==> src/rtl/filter_sequencer.sv <==
// Streaming front-end for filter_core: captures the 64-byte header window of each
// packet, asks filter_core for a verdict, then either replays the header and
// forwards the rest of the packet or discards the whole packet.
module filter_sequencer #(
  parameter int DATA_W = 64,
  parameter int CNT_W  = 32
) (
  input  logic                clk,
  input  logic                rst_n,
  input  logic [DATA_W-1:0]   s_tdata,
  input  logic [DATA_W/8-1:0] s_tkeep,
  input  logic                s_tlast,
  input  logic                s_tvalid,
  output logic                s_tready,
  output logic [DATA_W-1:0]   m_tdata,
  output logic [DATA_W/8-1:0] m_tkeep,
  output logic                m_tlast,
  output logic                m_tvalid,
  input  logic                m_tready,
  output logic [0:511]        hdr_data,
  input  logic                filters_valid,
  output logic                busy,
  output logic [CNT_W-1:0]    pkt_accepted,
  output logic [CNT_W-1:0]    pkt_dropped
);

  localparam int KEEP_W    = DATA_W / 8;
  localparam int HDR_BEATS = 512 / DATA_W;
  localparam int HDR_BYTES = 64;
  localparam int IDX_W     = $clog2(HDR_BEATS);
  localparam logic [IDX_W-1:0] LAST_SLOT = IDX_W'(HDR_BEATS - 1);

  typedef enum logic [2:0] {
    S_CAPTURE,
    S_DECIDE,
    S_REPLAY,
    S_PASS,
    S_DROP
  } state_t;

  state_t               state;
  logic [IDX_W-1:0]     beat_cnt;
  logic [IDX_W-1:0]     rd_idx;
  logic [DATA_W-1:0]    slot_data [HDR_BEATS];
  logic [KEEP_W-1:0]    slot_keep [HDR_BEATS];
  logic [HDR_BEATS-1:0] slot_last;

  logic s_hs;
  logic m_hs;
  logic pkt_end;

  assign s_hs = s_tvalid && s_tready;
  assign m_hs = m_tvalid && m_tready;
  assign busy = (state != S_CAPTURE);

  // Packet is finished this cycle: the FSM returns to CAPTURE and the slots are wiped.
  assign pkt_end = ((state == S_DECIDE) && !filters_valid && (|slot_last)) ||
                   ((state == S_REPLAY) && m_hs && slot_last[rd_idx])       ||
                   ((state == S_PASS || state == S_DROP) && s_hs && s_tlast);

  // Stream handshake and egress mux: slot replay in REPLAY, straight wire in PASS.
  always_comb begin
    // NOTE: every output gets a default first so no path leaves it unassigned (no latch).
    s_tready = 1'b0;
    m_tvalid = 1'b0;
    m_tdata  = slot_data[rd_idx];
    m_tkeep  = slot_keep[rd_idx];
    m_tlast  = slot_last[rd_idx];
    case (state)
      S_CAPTURE: s_tready = 1'b1;
      S_DROP:    s_tready = 1'b1;
      S_REPLAY:  m_tvalid = 1'b1;
      S_PASS: begin
        m_tdata  = s_tdata;
        m_tkeep  = s_tkeep;
        m_tlast  = s_tlast;
        m_tvalid = s_tvalid;
        s_tready = m_tready;
      end
      default: ;
    endcase
  end

  // Header window: byte k = beat k/8, lane k%8, placed with byte 0 at the top.
  always_comb begin
    hdr_data = '0;
    for (int k = 0; k < HDR_BYTES; k++) begin
      hdr_data[504-8*k +: 8] = slot_data[k/KEEP_W][8*(k%KEEP_W) +: 8];
    end
  end

  // Header slot storage: written during CAPTURE, zeroed whenever a packet ends.
  always_ff @(posedge clk or negedge rst_n) begin
    if (!rst_n) begin
      // NOTE: the slots are reset (not left as plain RAM) because hdr_data must read 0 out of reset.
      for (int i = 0; i < HDR_BEATS; i++) begin
        slot_data[i] <= '0;
        slot_keep[i] <= '0;
      end
      slot_last <= '0;
    end else if (pkt_end) begin
      for (int i = 0; i < HDR_BEATS; i++) begin
        slot_data[i] <= '0;
        slot_keep[i] <= '0;
      end
      slot_last <= '0;
    end else if (state == S_CAPTURE && s_hs) begin
      slot_data[beat_cnt] <= s_tdata;
      slot_keep[beat_cnt] <= s_tkeep;
      slot_last[beat_cnt] <= s_tlast;
    end
  end

  // Packet FSM with beat/replay indices and accept/drop statistics.
  always_ff @(posedge clk or negedge rst_n) begin
    if (!rst_n) begin
      // NOTE: sequential state uses non-blocking assignment so all registers update together.
      state        <= S_CAPTURE;
      beat_cnt     <= '0;
      rd_idx       <= '0;
      pkt_accepted <= '0;
      pkt_dropped  <= '0;
    end else begin
      case (state)
        S_CAPTURE: begin
          if (s_hs) begin
            beat_cnt <= beat_cnt + IDX_W'(1);
            if (beat_cnt == LAST_SLOT || s_tlast) state <= S_DECIDE;
          end
        end
        S_DECIDE: begin
          beat_cnt <= '0;
          rd_idx   <= '0;
          if (filters_valid) begin
            pkt_accepted <= pkt_accepted + CNT_W'(1);
            state        <= S_REPLAY;
          end else begin
            pkt_dropped <= pkt_dropped + CNT_W'(1);
            state       <= (|slot_last) ? S_CAPTURE : S_DROP;
          end
        end
        S_REPLAY: begin
          if (m_hs) begin
            rd_idx <= rd_idx + IDX_W'(1);
            if (slot_last[rd_idx])       state <= S_CAPTURE;
            else if (rd_idx == LAST_SLOT) state <= S_PASS;
          end
        end
        S_PASS, S_DROP: begin
          if (s_hs && s_tlast) state <= S_CAPTURE;
        end
        default: state <= S_CAPTURE;
      endcase
    end
  end

endmodule

==> config.mk <==
export PLATFORM = sky130hd
export DESIGN_NAME = filter_sequencer
export DESIGN_NICKNAME = d
export VERILOG_FILES = /design/src/rtl/filter_sequencer.sv
export SDC_FILE = /design/constraint.sdc
export NUM_CORES = 2
export LEC_CHECK = 0
export BUFFER_PORTS_ARGS = -buffer_cell sky130_fd_sc_hd__clkbuf_2
export CAP_MARGIN = 20
export CORE_AREA = 4 4 285 287
export CTS_BUF_LIST = sky130_fd_sc_hd__clkbuf_8
export DETAILED_ROUTE_END_ITERATION = 10
export DIE_AREA = 0 0 289 291
export MAX_ROUTING_LAYER = met4
export PLACE_DENSITY_LB_ADDON = 0.08
export SLEW_MARGIN = 15
export SYNTH_ARGS = -nofsm -noshare
export SYNTH_HDL_FRONTEND = slang
export SYNTH_SLANG_ARGS = --single-unit
export TNS_END_PERCENT = 50
==> constraint.sdc <==
create_clock -name clk -period 3.07 [get_ports clk]
set_clock_uncertainty 0.1 [all_clocks]
set_input_delay 0.7675 -clock clk [delete_from_list [all_inputs] [get_ports clk]]
set_output_delay 0.7675 -clock clk [all_outputs]
set_load 0.05 [all_outputs]
==> flow_metrics.env <==
export IMPL_drc=0
export IMPL_grt_ovfl_total=0
export IMPL_grt_pass1_wl_um=179000
export IMPL_seq_area_frac_synth=0.497
export IMPL_synth_fp_nets=2870
export IMPL_syn_avg_cell_area_um2=11.9
export IMPL_antenna_found_initial=3
export IMPL_grt_use_total=0.284
export IMPL_syn_to_final_growth_pct=27.6
export IMPL_yosys_top_cells_area="dfrtp_1, mux2i_1, mux4_2"
export IMPL_cts_tree="built"
export IMPL_cts_buffer_depth=3
export IMPL_stdcell_area_um2=42200
export IMPL_worst_pin_slew_ns=0.860
export IMPL_synth_cell_type_count=48
export IMPL_drive_gt1_frac=0.358
export IMPL_setup_violations=73
export IMPL_slew_headroom=0.422
export IMPL_coreArea_um2=78600
export IMPL_ant_nets=0
export IMPL_die_area_um2=84100
export IMPL_htree_levels=3
export IMPL_cts_sinks=657
export IMPL_place_congestion=0.885
export IMPL_wire_per_inst_um=26.0
export IMPL_wirelength_um=119000
export IMPL_p_leak_uw=0.0215
export IMPL_io_buffers=729
export IMPL_slew_viol_final=0
export IMPL_crit_path_end_kind="output port"
export IMPL_yosysWarnings=0
export IMPL_synth_most_common_cell="mux2i_1"
export IMPL_fin_crit_ns=3.57
export IMPL_fmax_mhz=280
export IMPL_syn_instance_count=2786
export IMPL_cp_start_kind="flip-flop"
export IMPL_min_period_over_period=1.16
export IMPL_status="complete, but fails checks"
export IMPL_crit_required_ns=2.20
export IMPL_irDropWorstVdd_mv=1.04
export IMPL_placed_cell_area_um2=39000
export IMPL_fill_cells=6818
export IMPL_fin_nets=3538
export IMPL_ys_ff_latch=657
export IMPL_netlist_area_leader_share=0.497
export IMPL_utilization=0.537
export IMPL_io_pins=730
export IMPL_drv_cap=0
export IMPL_cts_root_buf="clkbuf_8"
export IMPL_powerDensity_nw_per_um2=1310
export IMPL_hold_ws_ns=0.317
export IMPL_drt_initial_drc_count=1990
export IMPL_clk_pin_slew_ns=0.06
export IMPL_die_height_um=291
export IMPL_vias=26700
export IMPL_min_delay_path_class="input pin to flip-flop"
export IMPL_grt_pass1_vias=27000
export IMPL_layout_setup_ws_ns=-0.505
export IMPL_critPathArrivalTime_ns=2.71
export IMPL_grt_max_degree=81
export IMPL_worstSkewPairLatency_ns=0.73
export IMPL_synth_main_ff_cell="dfrtp_1"
export IMPL_routed_via_density=5.82
export IMPL_final_hold_viol_count=0
export IMPL_postSynth_asyncResetShare=1.00
export IMPL_finalPower_uw=55200
export IMPL_cts_inserted_buffers=117
export IMPL_place_ws_ns=0.0841
export IMPL_path_max_fanout=13
export IMPL_path_class="flip-flop to output port"
export IMPL_synth_common_cells="mux2i_1, dfrtp_1, nor3_1, clkbuf_1, mux4_2"
export IMPL_num_rows=103
export IMPL_drt_first_pass_iters=5
export IMPL_start_util=0.421
export IMPL_synth_enable_flop_cells=0
export IMPL_violations="setup timing"
export IMPL_die_w_um=289
export IMPL_rsz0062_at_grt="true"
export IMPL_syn_cell_area_um2=33100
export IMPL_hpwlAfterDp_um=81400
export IMPL_yosysTopAreaCell="dfrtp_1"
power by group:
part | leakage [uW] | internal [uW] | switching, uW
combinational | 0.0112 | 10400 | 21400
sequential | 0.00896 | 11700 | 3520
clock | 0.00134 | 4340 | 3790
total | 0.0215 | 26500 | 28700
stage by stage:
stage | setup TNS, ns | std cells
final | -27.98 | 4591
after global routing | -36.06 | 4591
after CTS | -34.27 | 4574
after detailed placement | 0 | 4357
after global placement | 0 | 4357
after floorplan | -1.30 | 2786
cell type report:
cell class / count / area, um^2 / area share
Tap cell: 1050 / 1310 / 0.0311
Antenna cell: 3 / 7.51 / 0.000178
Clock buffer: 142 / 1950 / 0.0463
Clock inverter: 61 / 357 / 0.00845
Sequential cell: 657 / 16500 / 0.390
Timing Repair Buffer: 887 / 6660 / 0.158
Multi-Input combinational cell: 1785 / 15400 / 0.366
Inverter: 6 / 22.5 / 0.000534
cell families (layout without fill, tap and decap cells):
family / after synthesis / in the layout / share of synthesized area
buffers and inverters: 344 / 1096 / 0.0451
other: 0 / 3 / 0
AOI/OAI and AO/OA: 101 / 101 / 0.0173
adders and majority gates: 6 / 6 / 0.00227
and+or+nand+nor: 810 / 810 / 0.124
muxes: 806 / 806 / 0.298
DFF: 657 / 657 / 0.497
xor gates and xnor gates: 62 / 62 / 0.0164
critical path: stages (launching register included):
cell and delay, ns:
dfrtp_4 0.56, buf_16 0.21, buf_4 0.15, mux4_2 0.34, mux2i_1 0.08, a21oi_1 0.44
buf_12 0.20
repair_timing:
| item | in CTS | in global routing |
|---|---|---|
| hold buffers | 1 | 0 |
| buffers inserted | 9 | 13 |
| gates resized for setup | 111 | 50 |
| pin swaps | 16 | 7 |
| setup endpoints to repair | 74 | 76 |
| cloned | 4 | 3 |
| endpoints found under the hold margin | 30 | 0 |
layout by cell type, fill, tap and decap left out, types with 8 or more instances in the layout:
master,instances
buf_4,77
clkinv_2,14
a21oi_2,38
dfrtp_1,653
buf_8,20
nand4_1,32
clkbuf_8,168
nand2_1,35
xor2_1,8
mux2i_2,8
inv_1,45
and4_1,10
a21oi_1,35
o21ai_0,10
and3_1,10
buf_12,89
xnor2_1,54
clkbuf_2,653
nor2_1,80
nand3_1,16
nor3_1,591
mux2i_1,650
mux4_2,144
buf_6,10
path summary, 6_finish.rpt:
check                                        end              from  slack (ns)  depth (start not counted)
worst max-delay path                 m_tdata[10]         rd_idx[0]       -0.50                          6
worst min-delay path                 beat_cnt[0]          s_tvalid        0.32                          3
worst max register to register     hdr_data[478]         rd_idx[0]        0.20                          9
worst min register to register  pkt_accepted[31]  pkt_accepted[31]        0.37                          1
max in group asynchronous          hdr_data[480]             rst_n        1.21                          3
min in group asynchronous        pkt_dropped[31]             rst_n        0.50                          2
state kept, by name (all words and copies together) (netlist names):
register and count:
pkt_dropped 32, pkt_accepted 32, state 3, beat_cnt 3, rd_idx 3, slot_keep 64
hdr_data 512, slot_last 8
metal layers:
metal  vias to the layer above  GRT usage  share of wire
met2                      1047      0.452           0.49
met1                     13800      0.373           0.42
li1                      11600          -              -
met4                         0      0.103          0.038
met5                         -          -              0
met3                       231     0.0423          0.059
Power figures use the tool's default switching activity.
